$ cat src/rtl/control_pkg.sv
// Shared types and encodings for the multi-cycle RV32I control path.
// Latency: n/a (declarations only).
// Backpressure: n/a.
package control_pkg;

  typedef enum logic [3:0] {
    START, FETCH, DECODE, MEM_ADR, MEM_READ, MEM_WB, MEM_WRITE,
    EXEC_R, EXEC_I, ALU_WB, JAL, BRANCH, TRAP
  } state_e;

  localparam logic [6:0] OP_LOAD   = 7'b0000011;
  localparam logic [6:0] OP_STORE  = 7'b0100011;
  localparam logic [6:0] OP_R      = 7'b0110011;
  localparam logic [6:0] OP_I      = 7'b0010011;
  localparam logic [6:0] OP_JAL    = 7'b1101111;
  localparam logic [6:0] OP_BRANCH = 7'b1100011;

  localparam logic [1:0] SRC_A_PC    = 2'b00;
  localparam logic [1:0] SRC_A_OLDPC = 2'b01;
  localparam logic [1:0] SRC_A_RS1   = 2'b10;

  localparam logic [1:0] SRC_B_RS2  = 2'b00;
  localparam logic [1:0] SRC_B_IMM  = 2'b01;
  localparam logic [1:0] SRC_B_FOUR = 2'b10;

  localparam logic [1:0] RES_ALUOUT = 2'b00;
  localparam logic [1:0] RES_MDR    = 2'b01;
  localparam logic [1:0] RES_ALU    = 2'b10;

  localparam logic [1:0] ALUOP_ADD   = 2'b00;
  localparam logic [1:0] ALUOP_SUB   = 2'b01;
  localparam logic [1:0] ALUOP_FUNCT = 2'b10;

  localparam logic [2:0] ALU_ADD = 3'b000;
  localparam logic [2:0] ALU_SUB = 3'b001;
  localparam logic [2:0] ALU_AND = 3'b010;
  localparam logic [2:0] ALU_OR  = 3'b011;
  localparam logic [2:0] ALU_SLT = 3'b101;

  // Where DECODE goes for a given opcode; only beq/bne are supported branches.
  function automatic state_e decode_next(input logic [6:0] opcode, input logic [2:0] funct3);
    state_e nxt;
    case (opcode)
      OP_LOAD, OP_STORE: nxt = MEM_ADR;
      OP_R:              nxt = EXEC_R;
      OP_I:              nxt = EXEC_I;
      OP_JAL:            nxt = JAL;
      OP_BRANCH:         nxt = (funct3[2:1] == 2'b00) ? BRANCH : TRAP;
      default:           nxt = TRAP;
    endcase
    return nxt;
  endfunction

endpackage

$ cat src/rtl/alu_decoder.sv
// ALU operation decode from alu_op and instruction funct fields.
// Latency: purely combinational.
// Backpressure: none; illegal_o flags unsupported funct3 encodings.
module alu_decoder
  import control_pkg::*;
(
  input  logic [1:0] alu_op_i,
  input  logic [2:0] funct3_i,
  input  logic       op5_i,
  input  logic       funct7_5_i,
  output logic [2:0] alu_control_o,
  output logic       illegal_o
);

  // Select the ALU operation; unsupported funct3 reports illegal and falls back to add.
  always_comb begin
    alu_control_o = ALU_ADD;
    illegal_o     = 1'b0;
    case (alu_op_i)
      ALUOP_SUB: alu_control_o = ALU_SUB;
      ALUOP_FUNCT: begin
        case (funct3_i)
          3'b000:  alu_control_o = (op5_i & funct7_5_i) ? ALU_SUB : ALU_ADD;
          3'b010:  alu_control_o = ALU_SLT;
          3'b110:  alu_control_o = ALU_OR;
          3'b111:  alu_control_o = ALU_AND;
          default: illegal_o = 1'b1;
        endcase
      end
      default: alu_control_o = ALU_ADD;
    endcase
  end

endmodule

$ cat src/rtl/multicycle_controller.sv
// Main sequencing FSM of the multi-cycle RV32I core plus retired-instruction counter.
// Latency: lw 5, sw/R/I/jal 4, branch 3 cycles with zero-wait memory.
// Backpressure: FETCH, MEM_READ and MEM_WRITE hold with stable selects until mem_ready.
module multicycle_controller
  import control_pkg::*;
#(
  parameter logic [1:0] OLD_PC_SEL = SRC_A_OLDPC
) (
  input  logic        clk,
  input  logic        rst_n,
  input  logic [31:0] instr,
  input  logic        alu_zero,
  input  logic        mem_ready,
  output logic        mem_req,
  output logic        mem_we,
  output logic        adr_src,
  output logic        ir_write,
  output logic        pc_write,
  output logic        reg_write,
  output logic [1:0]  alu_src_a,
  output logic [1:0]  alu_src_b,
  output logic [1:0]  result_src,
  output logic [2:0]  alu_control,
  output logic        trap,
  output logic [31:0] instret
);

  state_e      state_q, state_d;
  logic [31:0] instret_q, instret_d;
  logic [1:0]  alu_op;
  logic        alu_illegal;
  logic        retire;

  logic [6:0]  opcode;
  logic [2:0]  funct3;
  logic        unused_instr;

  assign opcode       = instr[6:0];
  assign funct3       = instr[14:12];
  assign unused_instr = ^{instr[31], instr[29:15], instr[11:7]};
  assign instret      = instret_q;

  alu_decoder u_alu_decoder (
    .alu_op_i      (alu_op),
    .funct3_i      (funct3),
    .op5_i         (instr[5]),
    .funct7_5_i    (instr[30]),
    .alu_control_o (alu_control),
    .illegal_o     (alu_illegal)
  );

  // State register; reset aborts any instruction in flight.
  always_ff @(posedge clk or negedge rst_n) begin
    if (!rst_n) state_q <= START;
    else        state_q <= state_d;
  end

  // Retired-instruction counter, wraps naturally at 32 bits.
  always_ff @(posedge clk or negedge rst_n) begin
    if (!rst_n) instret_q <= 32'd0;
    else        instret_q <= instret_d;
  end

  // Count one retirement per completed instruction.
  always_comb begin
    instret_d = retire ? instret_q + 32'd1 : instret_q;
  end

  // Next-state and datapath controls; outputs are Moore except the noted strobes.
  always_comb begin
    state_d    = state_q;
    mem_req    = 1'b0;
    mem_we     = 1'b0;
    adr_src    = 1'b0;
    ir_write   = 1'b0;
    pc_write   = 1'b0;
    reg_write  = 1'b0;
    alu_src_a  = SRC_A_PC;
    alu_src_b  = SRC_B_RS2;
    result_src = RES_ALUOUT;
    alu_op     = ALUOP_ADD;
    trap       = 1'b0;
    retire     = 1'b0;
    case (state_q)
      START: state_d = FETCH;
      FETCH: begin
        mem_req    = 1'b1;
        alu_src_b  = SRC_B_FOUR;
        result_src = RES_ALU;
        if (mem_ready) begin
          ir_write = 1'b1;
          pc_write = 1'b1;
          state_d  = DECODE;
        end
      end
      DECODE: begin
        // Precompute the branch/jump target into the ALU-out register.
        alu_src_a = OLD_PC_SEL;
        alu_src_b = SRC_B_IMM;
        state_d   = decode_next(opcode, funct3);
      end
      MEM_ADR: begin
        alu_src_a = SRC_A_RS1;
        alu_src_b = SRC_B_IMM;
        state_d   = instr[5] ? MEM_WRITE : MEM_READ;
      end
      MEM_READ: begin
        mem_req = 1'b1;
        adr_src = 1'b1;
        if (mem_ready) state_d = MEM_WB;
      end
      MEM_WRITE: begin
        mem_req = 1'b1;
        adr_src = 1'b1;
        mem_we  = 1'b1;
        if (mem_ready) begin
          state_d = FETCH;
          retire  = 1'b1;
        end
      end
      MEM_WB: begin
        result_src = RES_MDR;
        reg_write  = 1'b1;
        state_d    = FETCH;
        retire     = 1'b1;
      end
      EXEC_R, EXEC_I: begin
        alu_src_a = SRC_A_RS1;
        alu_src_b = (state_q == EXEC_I) ? SRC_B_IMM : SRC_B_RS2;
        alu_op    = ALUOP_FUNCT;
        state_d   = alu_illegal ? TRAP : ALU_WB;
      end
      ALU_WB: begin
        result_src = RES_ALUOUT;
        reg_write  = 1'b1;
        state_d    = FETCH;
        retire     = 1'b1;
      end
      JAL: begin
        // PC takes the target computed in DECODE; ALU-out takes old PC + 4 as the link.
        alu_src_a  = OLD_PC_SEL;
        alu_src_b  = SRC_B_FOUR;
        result_src = RES_ALUOUT;
        pc_write   = 1'b1;
        state_d    = ALU_WB;
      end
      BRANCH: begin
        // funct3[0] distinguishes bne from beq and inverts the taken condition.
        alu_src_a  = SRC_A_RS1;
        alu_src_b  = SRC_B_RS2;
        alu_op     = ALUOP_SUB;
        result_src = RES_ALUOUT;
        pc_write   = alu_zero ^ funct3[0];
        state_d    = FETCH;
        retire     = 1'b1;
      end
      TRAP: trap = 1'b1;
      default: state_d = START;
    endcase
  end

endmodule

$ cat config.mk
export PLATFORM = sky130hd
export DESIGN_NAME = multicycle_controller
export DESIGN_NICKNAME = d
export VERILOG_FILES = /design/src/rtl/control_pkg.sv /design/src/rtl/alu_decoder.sv /design/src/rtl/multicycle_controller.sv
export SDC_FILE = /design/constraint.sdc
export NUM_CORES = 1
export LEC_CHECK = 0
export BUFFER_PORTS_ARGS = -buffer_cell sky130_fd_sc_hd__buf_2
export CAP_MARGIN = 15
export CORE_ASPECT_RATIO = 2
export CORE_MARGIN = 2
export CORE_UTILIZATION = 49
export CTS_CLUSTER_DIAMETER = 60
export CTS_CLUSTER_SIZE = 40
export DETAILED_ROUTE_END_ITERATION = 8
export GPL_ROUTABILITY_DRIVEN = 0
export HOLD_SLACK_MARGIN = 0.12
export PLACE_DENSITY = 0.81
export RECOVER_POWER = 50
export SYNTH_ARGS = -nofsm -noshare
export SYNTH_HDL_FRONTEND = slang
export SYNTH_SLANG_ARGS = --single-unit
$ cat constraint.sdc
create_clock -name clk -period 2.8 [get_ports clk]
set_clock_uncertainty 0.2 [all_clocks]
set_input_delay 0.28 -clock clk [delete_from_list [all_inputs] [get_ports clk]]
set_output_delay 0.28 -clock clk [all_outputs]
set_load 0.02 [all_outputs]
# After elaboration in Yosys (flattened, before gate mapping)
# Index checks and enable logic that the tools add are counted.
[word_totals] regBits=36 elab_cells=75
[op_classes] reduce_logical=16 bitwise=3 n_eq_ne=26 add_sub_neg=1 mux=27
[op_table] cell="one-hot mux 4 bit (9 select lines)" count=1
[op_table] cell="adder 32 x 1 -> 32 bit, second input constant" count=1
[op_table] cell="equality test 4 bit, second input constant" count=5
[op_table] cell="one-hot mux 4 bit (5 select lines)" count=1
[op_table] cell="equality test 4 x 3 -> 1 bit, second input constant" count=4
[op_table] cell="equality test 7 x 6 -> 1 bit, second input constant" count=2
[op_table] cell="equality test 7 bit, second input constant" count=2
[op_table] cell="OR reduction 2 bit" count=7
[op_table] cell="two-way mux 4 bit" count=3
[op_table] cell="one-hot mux 2 bit (2 select lines)" count=3
[op_table] cell="one-hot mux 3 bit (4 select lines)" count=1
[op_table] cell="OR reduction 4 bit" count=3
[op_table] cell="two-way mux 1 bit" count=11
[op_table] cell="equality test 4 x 2 -> 1 bit, second input constant" count=2
[op_table] cell="equality test 7 x 2 -> 1 bit, second input constant" count=1
[op_table] cell="equality test 7 x 5 -> 1 bit, second input constant" count=1
[op_table] cell="equality test 3 bit, second input constant" count=2
[op_table] cell="two-way mux 3 bit" count=2
[op_table] cell="inequality test 2 bit, second input constant" count=3
[op_table] cell="one-hot mux 2 bit (3 select lines)" count=1
[op_table] cell="one-hot mux 3 bit (2 select lines)" count=1
[op_table] cell="OR reduction 3 bit" count=2
[op_table] cell="equality test 4 x 1 -> 1 bit, second input constant" count=1
[op_table] cell="logical NOT 4 bit" count=1
[op_table] cell="12 further kinds" count=12

# Longest topological paths before layout
# Gate-level depths: netlist (run 1).
[logic_depth] word_depth=7 mapped_depth=9

# Hierarchy
# Synthesis (run 1) repeated with hierarchy kept, for this count alone.
[hier_totals] hier_cells=243 hier_area_um2=2368.5
[by_module_without_submodules] mod="multicycle_controller" instances=1 cells_each=228 area_per_inst_um2=2255.9 seq_area_each_um2=900.9
[by_module_without_submodules] mod="alu_decoder" instances=1 cells_each=15 area_per_inst_um2=112.6 seq_area_each_um2=0.0

# Least setup slack after synthesis (run 1)
# No wires, ideal clock.
[synth_path] path_type="register to output" startpoint="register state_q[3]" endpoint="output alu_control[1]" path_slack_ps=569 required_ps=2320 path_stages_with_launch=7 t_arrival_ps=1751 path_cell_list="dfrtp_1 -> clkbuf_1 -> inv_1 -> nand2_1 -> o22ai_1 -> ha_1 -> nor3_1"
[synth_via] elab_chain_len=5
[synth_lines] item="start, declared" line_no="multicycle_controller.sv:28" source="state_e state_q, state_d;"
[synth_lines] item="start signal, assigned" line_no="multicycle_controller.sv:55" source="else state_q <= state_d;"
[synth_lines] item="equality test 4 bit / equality test 4 x 3 -> 1 bit (equally long branches)" line_no="multicycle_controller.sv:84" source="case (state_q)"
[synth_lines] item="OR reduction 2 bit" line_no="multicycle_controller.sv:84"
[synth_lines] item="one-hot mux 2 bit (2 select lines) (*)" line_no="multicycle_controller.sv:84"
[synth_lines] item="equality test 2 bit / equality test 2 x 1 -> 1 bit (equally long branches)" line_no="alu_decoder.sv:19" source="case (alu_op_i)"
[synth_lines] item="one-hot mux 3 bit (2 select lines) (*)" line_no="alu_decoder.sv:19"
[synth_lines] item="end, declared" line_no="multicycle_controller.sv:23" source="output logic [2:0] alu_control,"
# Every way passes the cells marked *; elsewhere a longest branch is shown, timed or not.

# Worst setup path in the final report (run 1)
[layout_path] startpoint="register state_q[0]" endpoint="output alu_control[0]"
# The elaborated chain is that of the path after synthesis.

==> results of run 1 <==
==> layout make-up <==
class	instances	area (µm²)
Multi-Input combinational cell	175	1150
Sequential cell	36	901
Tap cell	54	67.6
Inverter	12	45.0
Fill cell	395	1690
Timing Repair Buffer	66	304
Clock buffer	7	96.3
==> layer usage <==
| layer | global-route usage (%) | wire length [µm] |
|---|---|---|
| met1 | 26.8 | 1940 |
| met2 | 33.9 | 2340 |
| met4 | 6.24 | 70 |
| met5 | 0 | 0 |
| met3 | 4.62 | 281 |
==> worst min-delay path: cells and delay by family <==
kind                   cells  cell delay (ns)
AND/OR/NAND/NOR            2             0.18
buffers and inverters      1             0.14
==> repair_timing <==
item / in CTS / in global routing
resized for setup: 0 / 1
setup endpoints to repair: 0 / 1
hold buffers: 1 / 0
buffers inserted: 0 / 0
hold endpoints to repair: 36 / 0
==> synth_stat cells (all sizes together) (2+ instances only) <==
| library cell | n | area share, % |
|---|---|---|
| dfrtp | 36 | 42 |
| nor2 | 29 | 5.1 |
| nand2 | 27 | 4.7 |
| xor2 | 19 | 7.8 |
| xnor2 | 14 | 5.7 |
| nor3 | 13 | 3.3 |
| inv | 12 | 2.1 |
| nand3 | 10 | 2.3 |
| nand4 | 9 | 4.6 |
| a21oi | 7 | 1.6 |
| and3 | 5 | 1.7 |
| clkbuf | 4 | 0.70 |
| nor2b | 4 | 1.2 |
| and2 | 3 | 0.88 |
| buf | 3 | 1.3 |
| ha | 3 | 1.8 |
| nor4 | 3 | 2.2 |
| or2 | 3 | 0.88 |
| and4bb | 2 | 1.2 |
| nor3b | 2 | 0.70 |
| o211ai | 2 | 0.70 |
| o221ai | 2 | 0.82 |
| or2b | 2 | 0.70 |
==> power by group through the flow <==
stage               Combinational (mW)  Clock [mW]  Sequential (mW)
global placement                 0.756           0            0.687
finish                           0.774       0.399            0.689
CTS                              0.781       0.408            0.687
global route                     0.852       0.424            0.702
floorplan                        0.565           0            0.701
detailed placement               0.776           0            0.693
==> registers in the layout, summed over array words and instances, names as in the netlist <==
register / flops
state_q: 4
instret: 32
==> per-stage QoR <==
step	hold WS (ns)	instances	setup slack (ns)	cell area [µm²]	utilization, %
floorplan	-0.216	230	0.569	2140	-
global placement	0.190	342	0.515	2500	58.7
detailed placement	0.202	342	0.428	2500	58.7
global route	0.179	350	0.0180	2570	60.3
CTS	0.157	350	0.205	2610	61.2
finish	0.162	350	0.200	2570	60.3
==> final timing paths <==
kind,slack [ns],startpoint,depth (start not counted),to
setup / recovery,0.20,state_q[0]$_DFFE_PN0P_,7,alu_control[0]
hold / removal,0.16,mem_ready,3,state_q[1]$_DFFE_PN0P_
setup reg to reg,0.45,state_q[3]$_DFFE_PN0P_,7,state_q[0]$_DFFE_PN0P_
hold reg to reg,0.27,instret[31]$_DFFE_PN0P_,1,instret[31]$_DFFE_PN0P_
max in group asynchronous,0.50,rst_n,2,instret[11]$_DFFE_PN0P_
min in group asynchronous,0.84,rst_n,2,instret[19]$_DFFE_PN0P_
==> layout by cell type, fill, tap and decap left out, types with 2 or more instances in the layout <==
master | netlist | layout
and2_1 | 3 | 3
ha_1 | 3 | 3
nor3_1 | 12 | 12
nor2_1 | 29 | 29
nand4_2 | 2 | 2
dfrtp_1 | 36 | 36
nor2b_1 | 4 | 4
buf_2 | 1 | 31
clkbuf_1 | 4 | 31
and4bb_2 | 2 | 2
buf_4 | 0 | 3
xor2_1 | 19 | 19
nand4_4 | 2 | 2
nand2_1 | 27 | 27
nand3_1 | 10 | 10
xnor2_1 | 14 | 14
or2_2 | 3 | 3
nor4_2 | 2 | 2
a21oi_1 | 7 | 7
inv_1 | 12 | 11
o211ai_1 | 2 | 2
and3_1 | 4 | 4
nor3b_1 | 2 | 2
clkbuf_8 | 0 | 7
o221ai_1 | 2 | 2
or2b_1 | 2 | 2
nand4_1 | 5 | 5
==> cell families after synthesis <==
kind of cell | Yosys count | synth area share, %
buf+inv | 19 | 4.09
compound gates | 24 | 7.89
fa+ha+maj | 3 | 1.75
simple gates | 113 | 29.7
xor+xnor | 33 | 13.5
mux | 2 | 0.994
flops | 36 | 42.1
==> out/results.tsv, run 1 <==
metric	value	unit
outcome	finished with violations	
failed_checks	capacitance limit, slew limit	
startpoint_type	flop	
drt-initial-drc-count	44	
dr.pass1.iters	4	
vias	1897	
start_util	50.3	%
synth_cell_types	45	
wl	4.63	mm
holdCritPathClass	primary input to flop	
max_freq	385	MHz
fin_crit	2.60	ns
drc	0	
clk_pin_slew	0.07	ns
yosysWarnings	0	
clockBufferDepth	2	
path_buf_inv	1	
diodes	0	
finalMaxSlewViolations	37	
cp_cell_sequence	or2_2 > o22ai_1 > ha_1 > nor3b_1 > nor2_1 > nor2_1 > buf_2	
min_period_over_period	92.9	%
cts_root_buffer	clkbuf_8	
tritoncts	built	
hold_viol_final	0	
syn_inst	230	
ys_seq_area_share	42.1	%
die_h	97.5	µm
path_max_fanout	9	
slew_headroom	-23.3	%
critPathMaxStageDelay	0.48	ns
end_kind	output pin	
p_clk_share	21.4	%
grt_usage	20.7	%
criticalPathCategory	flop to output pin	
grt_pass1_vias	1841	
synthToLayoutAreaGrowth	19.9	%
ys_async_sr_fraction	100	%
ant_nets	0	
hpwl	3.33	mm
wl_per_cell	13.2	µm
p_total	1.86	mW
cts_max_level	2	
synth_area	2140	µm²
cts_made_buffers	5	
max_cap_viol_count	1	
globalRouteOverflowTotal	0	
synth_ff_type	dfrtp_1	
fp.coreArea	4250	µm²
clock_sinks	36	
grt_pass1_wl	8.02	mm
setup_viol	0	
cpMaxStageDelayCell	dfrtp_1	
setup_tns	0	ns
synth_nets	269	
power.density	726	nW/µm²
internal_power	1.10	mW
antenna_found_initial	0	
num_rows	34	
p_switching	0.763	mW
max_slew.worst_pin.slew	1.85	ns
synth-edff-count	0	
cp.arrival	2.12	ns
ir_worst_vdd	0.000646	V
die_w	50.7	µm
path_common_cell	nor2_1	
num_io_pins	84	
cp_top_family	simple AND/OR/NAND/NOR gates	
nNetsFinal	335	
die_area	4950	µm²
clk_latency	0.29	ns
seqPwrFrac	37.0	%
p_comb_share	41.6	%
io_buffers	62	
grt_max_degree	37	
cp.required	2.32	ns
layout-drive-gt1-share	19.6	%
rsz0062_at_grt	no	
ys_ff_latch	36	
routed_via_density	5.42	
p_leak	1.23	nW
swShare	41.0	%
avgSynthCellArea	9.31	µm²
(Power assumes the default switching activity.)
==> run 2: changes to the inputs <==
--- a/config.mk
+++ b/config.mk
@@ -9,14 +9,16 @@
 export CAP_MARGIN = 15
 export CORE_ASPECT_RATIO = 2
 export CORE_MARGIN = 2
-export CORE_UTILIZATION = 49
+export CORE_UTILIZATION = 45
 export CTS_CLUSTER_DIAMETER = 60
 export CTS_CLUSTER_SIZE = 40
 export DETAILED_ROUTE_END_ITERATION = 8
 export GPL_ROUTABILITY_DRIVEN = 0
 export HOLD_SLACK_MARGIN = 0.12
-export PLACE_DENSITY = 0.81
+export MAX_ROUTING_LAYER = met4
+export PLACE_DENSITY = 0.76
 export RECOVER_POWER = 50
+export SETUP_SLACK_MARGIN = 0.5
 export SYNTH_ARGS = -nofsm -noshare
 export SYNTH_HDL_FRONTEND = slang
 export SYNTH_SLANG_ARGS = --single-unit
==> out/results.tsv, run 2 (synthesis results as in run 1) <==
metric	value	unit	change
rr_worst_depth	6		-1
nNetsFinal	343		+2.4%
dr_wl_met2	2.72	mm	+17%
cpMaxStageDelayCell	dfrtp_2		
globalRouteOverflowTotal	0		unchanged
final_cell_mix	32 x buf_2, 32 x dfrtp_1, 29 x nor2_1, 29 x clkbuf_1, 24 x nand2_1		
diodes	0		unchanged
hp-start	instr[2]		
p_leak	1.29	nW	+4.7%
num_io_pins	84		unchanged
drt-met1-wl	1.89	mm	-2.7%
die_w	52.8	µm	+4.0%
min_period_over_period	81.5	%	-11 points
highest_layer	met4		
place_area	2500	µm²	about the same
startpoint_type	flop		
routed_via_density	5.42		about the same
outcome	finished, final reports clean		
grt_max_degree	37		unchanged
tritoncts	built		
clock_sinks	36		unchanged
wl_met3	232	µm	-17%
cp.required	2.32	ns	about the same
worstReg2RegStart	state_q[0]$_DFFE_PN0P_		
grt_usage	20.3	%	-0.34 points
clk_latency	0.29	ns	about the same
path_common_cell	nor2_1		
wl	5.02	mm	+8.4%
dr.pass1.iters	4		unchanged
critPathMaxStageDelay	0.43	ns	-0.05 ns
max_freq	438	MHz	+14%
p_total	2.08	mW	+12%
hpwl	3.60	mm	+8.2%
placed_cells	343		+0.29%
layout-drive-gt1-share	27.5	%	+7.9 points
io_buffers	62		unchanged
finalMaxSlewViolations	0		-100%
setup_viol	0		unchanged
grt_pass1_wl	8.00	mm	-0.25%
rsz0062_at_grt	yes		
clockBufferDepth	2		unchanged
num_rows	35		+2.9%
final_cells	360		+2.9%
multi_input_area	1220	µm²	+5.8%
grt_pass1_vias	1846		+0.27%
ir_worst_vdd	0.000596	V	-7.8%
setup_tns	0	ns	unchanged
antenna_found_initial	0		unchanged
setup_slack	0.519	ns	+0.319 ns
clk_pin_slew	0.07	ns	about the same
end_kind	output pin		
hold_viol_final	0		unchanged
rr_endpoint	instret[13]$_DFFE_PN0P_		
max_slew.worst_pin.slew	0.792	ns	-1.06 ns
r2r_slack	0.64	ns	+0.19 ns
cp_cell_sequence	or2_4 > o22ai_4 > ha_4 > nor3b_4 > nor2_1 > nor2_1 > buf_4		
postLayoutCoreUtil	59.2	%	-1.1 points
fp.coreArea	4600	µm²	+8.1%
pre_cts_ws	0.443	ns	+0.0155 ns
final_cell_area	2720	µm²	+6.0%
power.density	765	nW/µm²	+5.4%
path_max_fanout	3		-6
synthToLayoutAreaGrowth	27.1	%	
cts_made_buffers	5		unchanged
seqCellArea	906	µm²	+0.56%
criticalPathCategory	flop to output pin		
worstSetupStartpoint	state_q[0]$_DFFE_PN0P_		
ant_nets	0		unchanged
drt-initial-drc-count	45		+2.3%
cts_root_buffer	clkbuf_8		
cp.arrival	1.80	ns	-0.32 ns
vias	1951		+2.8%
slew_headroom	47.2	%	+70 points
whs	0.175	ns	+0.0135 ns
die_area	5360	µm²	+8.3%
cts_max_level	2		unchanged
holdCritPathClass	primary input to flop		
fillCellCount	418		+5.8%
largest_reg_flops	32		unchanged
drc	0		unchanged
crit_end	alu_control[0]		
start_util	46.6	%	-3.8 points
wl_per_cell	13.9	µm	+5.4%
fin_crit	2.28	ns	-0.319 ns
die_h	102	µm	+4.2%
max_cap_viol_count	0		-1
## run 2: cell types whose count changed in the layout (fill, tap and decap cells not counted), moves of 2 or more
cell / delta
clkbuf_8: -2
nand2_2: +3
dfrtp_2: +4
dfrtp_1: -4
buf_4: +9
nand2_1: -3
clkbuf_1: -2
## run 2: final cells by class
type / count / share of cell area, %
repair buffers: 74 / 13.6
flip-flops and latches: 36 / 33.3
inverters: 12 / 1.75
clock buffers: 5 / 2.53
well taps: 55 / 2.53
clock inverters: 3 / 1.56
multi-input cells: 175 / 44.8
## run 2: critical path, delay by kind of cell, from the launching register on
kind | cells | cell delay (ns)
DFF | 1 | 0.43
buffers and inverters | 1 | 0.15
adders and majority gates | 1 | 0.17
and+or+nand+nor | 4 | 0.59
AOI/OAI and AO/OA | 1 | 0.17
## run 2: worst min path at each step
stage / slack, ns / cells after the start / endpoint
floorplan: -0.22 / 0 / instret[0]$_DFFE_PN0P_
global placement: 0.21 / 1 / instret[21]$_DFFE_PN0P_
detailed placement: 0.21 / 1 / instret[21]$_DFFE_PN0P_
CTS: 0.16 / 3 / state_q[1]$_DFFE_PN0P_
global route: 0.20 / 3 / state_q[1]$_DFFE_PN0P_
finish: 0.18 / 4 / state_q[1]$_DFFE_PN0P_
## run 2: routing by layer
layer  global-route usage (%)  up-vias
met5                        -        -
met1                     19.4      930
met4                     10.1        0
li1                         -      936
met3                     3.10       16
met2                     37.6       69
## run 2: repair_timing
action	in CTS	in global routing
setup endpoints to repair	4	17
setup buffers	7	1
endpoints found under the hold margin	36	0
pin swaps	2	1
hold buffers	1	0
resized for setup	11	12
## run 2: where the power goes
group / leakage [nW] / switching [mW] / internal, mW
logic: 0.780 / 0.563 / 0.387
registers: 0.458 / 0.0924 / 0.587
clock network: 0.0541 / 0.188 / 0.263
